## src/rtl/calc_pkg.sv

```systemverilog
// Shared calculator definitions: ASCII frame constants, encoder state type and
// the nibble-to-ASCII helper used by result_encoder.
package calc_pkg;

  localparam logic [7:0] ASC_SPACE = 8'h20;
  localparam logic [7:0] ASC_ZERO  = 8'h30;
  localparam logic [7:0] ASC_MINUS = 8'h2D;
  localparam logic [7:0] ASC_A     = 8'h41;
  localparam logic [7:0] ASC_E     = 8'h45;
  localparam logic [7:0] ASC_R     = 8'h52;
  localparam logic [7:0] ASC_CR    = 8'h0D;
  localparam logic [7:0] ASC_LF    = 8'h0A;

  typedef enum logic [2:0] {
    S_IDLE,
    S_HEAD,
    S_SPACE,
    S_SIGN,
    S_DIGIT,
    S_ERR,
    S_CR,
    S_LF
  } enc_state_e;

  // Hex digit as upper-case ASCII: 0-9 -> '0'..'9', 10-15 -> 'A'..'F'.
  function automatic logic [7:0] nibble_ascii(input logic [3:0] n);
    if (n <= 4'd9) return ASC_ZERO + {4'h0, n};
    else           return ASC_A + ({4'h0, n} - 8'd10);
  endfunction

endpackage

```

## src/rtl/result_encoder_if.sv

```systemverilog
// Result-in / byte-out bundle between the calculator core, the encoder and the
// UART transmitter. master drives results and tx_ready; slave is the encoder.
interface result_encoder_if #(
  parameter int DIGITS = 8
);
  logic [4*DIGITS-1:0] result;
  logic                result_neg;
  logic                result_err;
  logic                result_valid;
  logic                result_ready;
  logic [7:0]          tx_data;
  logic                tx_valid;
  logic                tx_ready;
  logic                busy;
  logic                frame_done;

  modport master (
    output result, result_neg, result_err, result_valid, tx_ready,
    input  result_ready, tx_data, tx_valid, busy, frame_done
  );

  modport slave (
    input  result, result_neg, result_err, result_valid, tx_ready,
    output result_ready, tx_data, tx_valid, busy, frame_done
  );
endinterface

```

## src/rtl/result_encoder_msd_finder.sv

```systemverilog
// msd_finder: combinational priority encoder giving the index of the most
// significant nonzero nibble of a packed digit word, plus an all-zero flag.
module msd_finder #(
  parameter int DIGITS = 8,
  parameter int IW     = 3
) (
  input  logic [4*DIGITS-1:0] i_result,
  output logic [IW-1:0]       o_idx,
  output logic                o_all_zero
);

  // NOTE: defaults assigned before the loop so every path drives the outputs
  // and no latch is inferred.
  always_comb begin
    o_idx      = '0;
    o_all_zero = 1'b1;
    for (int i = 0; i < DIGITS; i++) begin
      if (i_result[4*i +: 4] != 4'h0) begin
        o_idx      = IW'(i);
        o_all_zero = 1'b0;
      end
    end
  end

endmodule

```

## src/rtl/result_encoder.sv

```systemverilog
// result_encoder: streams one captured result as an ASCII frame
// "R <sign><digits>|E <term>". Define RESULT_ENC_CRLF_EN for a CR LF terminator,
// otherwise the frame ends with LF only.
module result_encoder
  import calc_pkg::*;
#(
  parameter int         DIGITS    = 8,
  parameter logic [7:0] HEAD_CHAR = ASC_R
) (
  input logic             clk,
  input logic             rst,
  result_encoder_if.slave bus
);

  localparam int IW = (DIGITS > 1) ? $clog2(DIGITS) : 1;

`ifdef RESULT_ENC_CRLF_EN
  localparam enc_state_e TERM_STATE = S_CR;
  localparam logic [7:0] TERM_BYTE  = ASC_CR;
`else
  localparam enc_state_e TERM_STATE = S_LF;
  localparam logic [7:0] TERM_BYTE  = ASC_LF;
`endif

  enc_state_e          r_state;
  logic [4*DIGITS-1:0] r_result;
  logic                r_neg;
  logic                r_err;
  logic [IW-1:0]       r_cnt;
  logic [7:0]          r_tx_data;
  logic                r_tx_valid;
  logic                r_ready;
  logic                r_busy;
  logic                r_done;

  logic [IW-1:0]       w_msd;
  logic                w_all_zero;
  logic                w_xfer;
  logic [IW-1:0]       w_cnt_m1;
  logic [3:0]          w_cur_nib;
  logic [3:0]          w_next_nib;

  msd_finder #(.DIGITS(DIGITS), .IW(IW)) u_msd (
    .i_result   (bus.result),
    .o_idx      (w_msd),
    .o_all_zero (w_all_zero)
  );

  assign w_xfer     = r_tx_valid && bus.tx_ready;
  assign w_cnt_m1   = r_cnt - 1'b1;
  assign w_cur_nib  = r_result[4*r_cnt +: 4];
  assign w_next_nib = r_result[4*w_cnt_m1 +: 4];

  // NOTE: state is updated with non-blocking assignments only; the async reset
  // also clears the captured result so an aborted frame leaves nothing behind.
  always_ff @(posedge clk or posedge rst) begin
    if (rst) begin
      r_state    <= S_IDLE;
      r_result   <= '0;
      r_neg      <= 1'b0;
      r_err      <= 1'b0;
      r_cnt      <= '0;
      r_tx_data  <= 8'h00;
      r_tx_valid <= 1'b0;
      r_ready    <= 1'b1;
      r_busy     <= 1'b0;
      r_done     <= 1'b0;
    end else begin
      r_done <= 1'b0;
      if (r_state == S_IDLE) begin
        if (bus.result_valid && r_ready) begin
          r_result   <= bus.result;
          r_neg      <= bus.result_neg;
          r_err      <= bus.result_err;
          r_cnt      <= w_all_zero ? '0 : w_msd;
          r_state    <= S_HEAD;
          r_tx_data  <= HEAD_CHAR;
          r_tx_valid <= 1'b1;
          r_ready    <= 1'b0;
          r_busy     <= 1'b1;
        end
      end else if (w_xfer) begin
        // Each state already presents its byte; on transfer load the next one.
        case (r_state)
          S_HEAD: begin
            r_state   <= S_SPACE;
            r_tx_data <= ASC_SPACE;
          end
          S_SPACE: begin
            if (r_err) begin
              r_state   <= S_ERR;
              r_tx_data <= ASC_E;
            end else if (r_neg) begin
              r_state   <= S_SIGN;
              r_tx_data <= ASC_MINUS;
            end else begin
              r_state   <= S_DIGIT;
              r_tx_data <= nibble_ascii(w_cur_nib);
            end
          end
          S_SIGN: begin
            r_state   <= S_DIGIT;
            r_tx_data <= nibble_ascii(w_cur_nib);
          end
          S_DIGIT: begin
            if (r_cnt == '0) begin
              r_state   <= TERM_STATE;
              r_tx_data <= TERM_BYTE;
            end else begin
              r_cnt     <= w_cnt_m1;
              r_tx_data <= nibble_ascii(w_next_nib);
            end
          end
          S_ERR: begin
            r_state   <= TERM_STATE;
            r_tx_data <= TERM_BYTE;
          end
          S_CR: begin
            r_state   <= S_LF;
            r_tx_data <= ASC_LF;
          end
          S_LF: begin
            r_state    <= S_IDLE;
            r_tx_data  <= 8'h00;
            r_tx_valid <= 1'b0;
            r_ready    <= 1'b1;
            r_busy     <= 1'b0;
            r_done     <= 1'b1;
          end
          default: r_state <= S_IDLE;
        endcase
      end
    end
  end

  assign bus.result_ready = r_ready;
  assign bus.tx_data      = r_tx_data;
  assign bus.tx_valid     = r_tx_valid;
  assign bus.busy         = r_busy;
  assign bus.frame_done   = r_done;

endmodule

```

## src/flat_wrapper.sv

```systemverilog
// flat-port wrapper written by rule: the top's interface ports become plain ports
module result_encoder_flat import calc_pkg::*;
#(
  parameter int         DIGITS    = 8,
  parameter logic [7:0] HEAD_CHAR = ASC_R
)
  (clk, rst, bus_result, bus_result_neg, bus_result_err, bus_result_valid, bus_tx_ready, bus_result_ready, bus_tx_data, bus_tx_valid, bus_busy, bus_frame_done);
  result_encoder_if #(.DIGITS(DIGITS)) bus_i ();
  input logic clk;
  input logic rst;
  input wire logic [$bits(bus_i.result)-1:0] bus_result;
  input wire logic [$bits(bus_i.result_neg)-1:0] bus_result_neg;
  input wire logic [$bits(bus_i.result_err)-1:0] bus_result_err;
  input wire logic [$bits(bus_i.result_valid)-1:0] bus_result_valid;
  input wire logic [$bits(bus_i.tx_ready)-1:0] bus_tx_ready;
  output wire logic [$bits(bus_i.result_ready)-1:0] bus_result_ready;
  output wire logic [$bits(bus_i.tx_data)-1:0] bus_tx_data;
  output wire logic [$bits(bus_i.tx_valid)-1:0] bus_tx_valid;
  output wire logic [$bits(bus_i.busy)-1:0] bus_busy;
  output wire logic [$bits(bus_i.frame_done)-1:0] bus_frame_done;
  assign bus_i.result = bus_result;
  assign bus_i.result_neg = bus_result_neg;
  assign bus_i.result_err = bus_result_err;
  assign bus_i.result_valid = bus_result_valid;
  assign bus_i.tx_ready = bus_tx_ready;
  assign bus_result_ready = bus_i.result_ready;
  assign bus_tx_data = bus_i.tx_data;
  assign bus_tx_valid = bus_i.tx_valid;
  assign bus_busy = bus_i.busy;
  assign bus_frame_done = bus_i.frame_done;
  result_encoder #(.DIGITS(DIGITS), .HEAD_CHAR(HEAD_CHAR)) u_core (.clk(clk), .rst(rst), .bus(bus_i));
endmodule
```

## config.mk

```make
export PLATFORM = sky130hd
export DESIGN_NAME = result_encoder_flat
export DESIGN_NICKNAME = d
export VERILOG_FILES = /design/src/rtl/calc_pkg.sv /design/src/rtl/result_encoder_if.sv /design/src/rtl/result_encoder_msd_finder.sv /design/src/rtl/result_encoder.sv /design/src/flat_wrapper.sv
export SDC_FILE = /design/constraint.sdc
export NUM_CORES = 1
export LEC_CHECK = 0
export ABC_AREA = 1
export CAP_MARGIN = 30
export CORE_MARGIN = 2
export CORE_UTILIZATION = 38
export CTS_CLUSTER_DIAMETER = 50
export CTS_CLUSTER_SIZE = 40
export DETAILED_ROUTE_END_ITERATION = 10
export PLACE_DENSITY = 0.7
export SLEW_MARGIN = 10
export SYNTH_ARGS = -nofsm -noshare
export SYNTH_HDL_FRONTEND = slang
export SYNTH_SLANG_ARGS = --single-unit
```

## constraint.sdc

```tcl
create_clock -name clk -period 6.7 [get_ports clk]
set_input_delay 1.34 -clock clk [delete_from_list [all_inputs] [get_ports clk]]
set_output_delay 1.34 -clock clk [all_outputs]
set_load 0.02 [all_outputs]
```

==> results of run 1 <==
## where the power goes
part           internal, mW  switching [mW]  leakage, nW  total [mW]
logic                0.0209          0.0133         1.35      0.0343
clock network        0.0950           0.110       0.0544       0.205
registers             0.302               0        0.528       0.302
## Yosys cell counts (5+ instances only)
cell type and number:
dfrtp_1 49, inv_1 61, nand2_2 9, nor2_1 14
nand2_1 167, o21ai_1 7, ha_1 10, buf_4 5
nor4_1 6, o21ai_0 43, inv_2 7, o211ai_1 8
buf_6 6, clkbuf_1 5, a21oi_1 7, nand3_1 58
## critical path, delay by kind of cell, from the launching register on
family / cells / cell delay, ns
fa+ha+maj: 2 / 0.77
buf+inv: 4 / 0.73
simple gates: 11 / 1.43
flops: 1 / 0.63
## area by class of cell
class                      count  share of cell area (%)
clock inverter                 1                   0.219
tap                          108                    3.38
timing repair buffer          50                    12.7
clock buffer                   7                    2.41
multi-input combinational    356                    43.5
sequential                    50                    31.3
inverter                      69                    6.47
## cells by family after synthesis
family,count (synthesis),synth area share [%]
compound gates,72,12.0
xor+xnor,3,0.996
fa+ha+maj,10,3.69
buf+inv,88,11.7
flops,50,36.9
other cells,1,0.111
simple gates,270,34.6
## registers in the layout, summed over array words and instances (netlist names)
register	flops
u_core.r_neg	1
u_core.r_result	32
u_core.bus.result_ready	1
u_core.bus.tx_valid	1
u_core.bus.tx_data	7
u_core.bus.frame_done	1
u_core.r_err	1
u_core.r_state	3
u_core.r_cnt	3
## worst max-delay path by stage
stage	end	cells after the start	slack, ns
6_report	u_core.bus.tx_data[1]	17	3.08
5_1_grt	u_core.bus.tx_data[1]	17	2.81
4_1_cts	u_core.bus.tx_data[1]	17	3.12
3_5_place_dp	u_core.r_state[1]	7	3.10
3_3_place_gp	u_core.bus.tx_data[1]	17	3.12
2_1_floorplan	u_core.bus.tx_data[1]	20	3.91
## metrics by stage
stage | power, mW | worst slack [ns] | util, % | hold slack [ns] | cell area, um2
after floorplan | 0.315 | 3.91 | - | 0.453 | 3390
after global placement | 0.341 | 3.12 | 44.7 | 0.471 | 3880
after detailed placement | 0.342 | 3.10 | 44.9 | 0.472 | 3900
after CTS | 0.546 | 3.12 | 46.1 | 0.488 | 4000
after global routing | 0.561 | 2.81 | 46.1 | 0.520 | 4000
final | 0.540 | 3.08 | 46.1 | 0.483 | 4000
## metal layers
metal	track usage (%)	vias to the layer above	wire, um
met5	0	-	0
met4	5.80	0	183
met3	3.12	15	497
met2	29.3	92	3790
met1	26.6	1477	4080
li1	-	1645	-
==> metrics.yaml, run 1 <==
status:
  outcome: "finished, final reports clean"
sta:
  finalSetupTns_ns: 0
  timing.final.crit_period_ns: 3.62
  clock.fmax_ghz: 0.277
  finalHoldViolations: 0
  worst_pin_slew_ns: 0.876
  slew_viol_final: 0
  setup_violations: 0
  grt_setup_unrepaired: "false"
  finalCritPeriodShare_pct: 54.0
  clock_skew_ns: 0.00545
  slew_headroom_pct: 41.5
clock_tree:
  ctsHtreeMaxLevel: 2
  postCtsSetupBuffers: 0
  cts_tree: "done"
  hold_buffers: 0
  cts_buffers: 5
  clock_path_buffers: 2
  cts_resized: 0
  cts.sinks: 50
  clock-root-buffer: "clkbuf_8"
  path_clk_slew_ns: 0.10
  clock_latency_ns: 0.31
worst_hold_path:
  min_from: "u_core.bus.result_ready"
  min_to: "u_core.bus.result_ready"
  hold_class: "flip-flop to flip-flop"
  whs_path_depth: 2
drt:
  drt-wirelength-per-cell_um: 13.3
  viasPerCell: 5.04
  drtIter0Drc: 191
  ant_nets: 0
  wl_um: 8550
  first_pass_iters: 5
  drcViolationCount: 0
  routed-via-count: 3229
synthesis:
  synth-seq-cells: 50
  syn_nets: 542
  yosysWarnings: 0
  synthTopCellsByArea: "dfrtp_1, nand2_1, nand3_1"
  seq_area_frac_synth_pct: 36.9
  netlist_area_mm2: 0.00339
  synth_edf_count: 0
  postSynth.asyncResetShare_pct: 100
  synth_top_area_share_pct: 36.1
  syn_area_per_cell_um2: 6.87
  ys_types: 35
  netlist_instances: 494
  yosysTopAreaCell: "dfrtp_1"
  synth_flop_cell: "dfrtp_1"
global_routing:
  globalRouteTotalUtil_pct: 18.7
  grt_pass1_vias: 3108
  grt.overflow.total: 0
  grt_pass1_wl_um: 14900
  grt_max_degree: 61
  antenna_found_initial: 0
setup_path:
  critPathKind: "flip-flop to flip-flop"
  end_kind: "flip-flop"
  rr_worst_depth: 17
  critPathRequiredTime_ns: 6.96
  crit_chain: "inv_1, ha_1, clkinv_1, nand3_1, nand3_1, nand2_2, inv_2, ha_1, or2_2, nand2_2, nand2_4, or2_1, nand3_1, nand2_1, nand4_1, nand2_1, inv_1"
  crit_slowest_cell: "dfrtp_1"
  crit_top_cell: "nand3_1"
  r2r-end: "u_core.bus.tx_data[1]"
  r2r_start: "u_core.r_cnt[1]"
  critPathLaunch: "u_core.r_cnt[1]"
  crit_path_max_fanout: 12
  cp_data_arrival_time_ns: 3.87
  critical_path.startpoint_type: "flip-flop"
  ff2ff_setup_slack_ns: 3.08
  slowest_delay_ns: 0.63
placement:
  finalWeightedCongestion: 0.968
  dp_cells: 633
  io_buffers: 48
  hpwl_um: 6600
floorplanning:
  ioPinCount: 50
  num_rows: 34
  die-area_mm2: 0.00970
  die_y_um: 98.5
  die_width_um: 98.5
  start_util_pct: 39.1
  design.core.area_mm2: 0.00868
cells_and_area:
  seq_area_mm2: 0.00125
  multi_input_area_mm2: 0.00174
  fillers: 906
  mostFrequentLayoutCells: "nand2_1, inv_1, nand3_1"
  area_growth_pct: 18.0
  drive_gt1_share_pct: 7.32
  fin_nets: 580
  layout_commonest_cell: "nand2_1"
  layoutNonFillerInstCount: 641
  antennaDiodeCount: 0
pwr:
  powerDensity_mw_per_mm2: 135
  peakVddDrop_mv: 0.0707
  p_leak_nw: 1.93
job:
  max-cap-violations: 0
(Power assumes the default switching activity.)
==> run 2: changes to the inputs <==
--- a/config.mk
+++ b/config.mk
@@ -12,7 +12,7 @@
 export CTS_CLUSTER_DIAMETER = 50
 export CTS_CLUSTER_SIZE = 40
 export DETAILED_ROUTE_END_ITERATION = 10
-export PLACE_DENSITY = 0.7
+export PLACE_DENSITY = 0.73
 export SLEW_MARGIN = 10
 export SYNTH_ARGS = -nofsm -noshare
 export SYNTH_HDL_FRONTEND = slang
==> constraint.sdc (replaced) <==
create_clock -name clk -period 3.05 [get_ports clk]
set_input_delay 0.61 -clock clk [delete_from_list [all_inputs] [get_ports clk]]
set_output_delay 0.61 -clock clk [all_outputs]
set_load 0.02 [all_outputs]
==> run 2 against run 1 <==
Against the previous run: combinational power increased by 120%; maximum frequency increased by 33%; global-route usage increased by 0.47 points; critical endpoint unchanged; final cell count increased by 1.4%; first-iteration DRC count increased by 5.2%; sequential share of layout area decreased by 0.67 points; critical path type unchanged; wire length increased by 3.4%; via count increased by 0.87%; core utilization increased by 1.0 points; sequential power increased by 120%.
==> metrics.yaml, run 2 (synthesized netlist as in run 1, its figures left out) <==
sta:
  grt_setup_unrepaired: "false"
  hold_slack_ns: 0.480
  finalHoldViolations: 0
  finalSetupTns_ns: 0
  finalCritPeriodShare_pct: 89.3
  slew_viol_final: 0
  slew_headroom_pct: 53.9
  clock.fmax_ghz: 0.367
  clock_skew_ns: 0.00493
  setup_ws_ns: 0.326
  worst_pin_slew_ns: 0.685
  timing.final.crit_period_ns: 2.72
  setup_violations: 0
clock_tree:
  cts_tree: "done"
  clock_path_buffers: 2
  hold_buffers: 0
  cts_resized: 0
  postCtsSetupBuffers: 0
  cts_buffers: 5
  cts.sinks: 50
  clock-root-buffer: "clkbuf_8"
  clock_latency_ns: 0.31
  ctsHtreeMaxLevel: 2
  path_clk_slew_ns: 0.10
global_routing:
  grt_pass1_vias: 3220
  grt_pass1_wl_um: 15100
  globalRouteTotalUtil_pct: 19.2
  grt.overflow.total: 0
  grt_max_degree: 60
  antenna_found_initial: 0
pwr:
  pwr-share-comb_pct: 5.7
  powerDensity_mw_per_mm2: 320
  peakVddDrop_mv: 0.152
  internal_power_mw: 1.04
  swShare_pct: 20.8
  switchingPower_mw: 0.271
  clock_power_share_pct: 43.7
  finalPower_mw: 1.31
  pwr-share-seq_pct: 50.7
  p_leak_nw: 1.98
setup_path:
  crit_path_max_fanout: 12
  critPathRequiredTime_ns: 3.31
  cp_data_arrival_time_ns: 2.98
  critical_path.startpoint_type: "flip-flop"
  end_kind: "flip-flop"
  critPathKind: "flip-flop to flip-flop"
  ff2ff_setup_slack_ns: 0.33
cells_and_area:
  final_util_pct: 47.1
  final_area_mm2: 0.00409
  antennaDiodeCount: 0
  fillers: 912
  drive_gt1_share_pct: 8.86
  largest_register_ffs: 32
  layoutNonFillerInstCount: 650
  seq_area_mm2: 0.00125
  multi_input_area_mm2: 0.00174
  layout_commonest_cell: "nand2_1"
  mostFrequentLayoutCells: "nand2_1, inv_1, nand3_1"
  fin_nets: 589
  regMostFlops: "u_core.r_result"
  area_growth_pct: 20.5
placement:
  io_buffers: 48
  finalWeightedCongestion: 0.874
  dp_slack_ns: 0.395
  place_area_mm2: 0.00395
  dp_cells: 642
  hpwl_um: 6750
floorplanning:
  die-area_mm2: 0.00970
  num_rows: 34
  die_width_um: 98.5
  ioPinCount: 50
  die_y_um: 98.5
  design.core.area_mm2: 0.00868
  start_util_pct: 39.1
worst_hold_path:
  hold_class: "flip-flop to flip-flop"
drt:
  first_pass_iters: 5
  drtIter0Drc: 201
  drt-wirelength-per-cell_um: 13.6
  drcViolationCount: 0
  ant_nets: 0
  wl_um: 8850
  viasPerCell: 5.01
  routed-via-count: 3257
status:
  outcome: "finished, final reports clean"
job:
  max-cap-violations: 0
[run 2: final timing paths]
path / startpoint / to / depth (start not counted)
setup / recovery: u_core.r_cnt[0] / u_core.bus.tx_data[1] / 17
hold / removal: u_core.bus.result_ready / u_core.bus.result_ready / 2
setup reg to reg: u_core.r_cnt[0] / u_core.bus.tx_data[1] / 17
hold reg to reg: u_core.bus.result_ready / u_core.bus.result_ready / 2
max in group asynchronous: rst / u_core.r_result[5] / 3
min in group asynchronous: rst / u_core.r_neg / 3
[run 2: area by class of cell]
type	instances	area share (%)
timing repair buffer	59	13.8
sequential	50	30.6
multi-input combinational	356	42.6
tap	108	3.30
clock inverter	3	1.68
inverter	69	6.33
clock buffer	5	1.68
[run 2: power by group through the flow]
stage	clock network [mW]	logic (mW)	registers, mW
after floorplan	0	0.0159	0.676
after global placement	0	0.0743	0.675
after detailed placement	0	0.0751	0.675
after CTS	0.577	0.0755	0.662
after global routing	0.611	0.0804	0.663
final	0.571	0.0740	0.662
[run 2: critical path, cell delays in order, from the launching register on]
cell     delay [ns]
dfrtp_1        0.37
inv_2          0.06
buf_4          0.17
ha_1           0.25
xnor2_2        0.25
nand3_1        0.17
nand2_2        0.12
inv_2          0.05
ha_1           0.22
or2_2          0.29
nand2_2        0.09
nand2_4        0.07
or2_1          0.21
nand3_1        0.09
nand2_1        0.07
nand4_1        0.08
nand2_1        0.05
inv_1          0.04
[run 2: metal layers]
| metal | up-vias | wire, um | GRT usage, % |
|---|---|---|---|
| li1 | 1669 | - | - |
| met1 | 1507 | 4260 | 26.9 |
| met2 | 69 | 4090 | 30.9 |
| met3 | 12 | 343 | 3.40 |
| met4 | 0 | 149 | 4.74 |
| met5 | - | 0 | 0 |
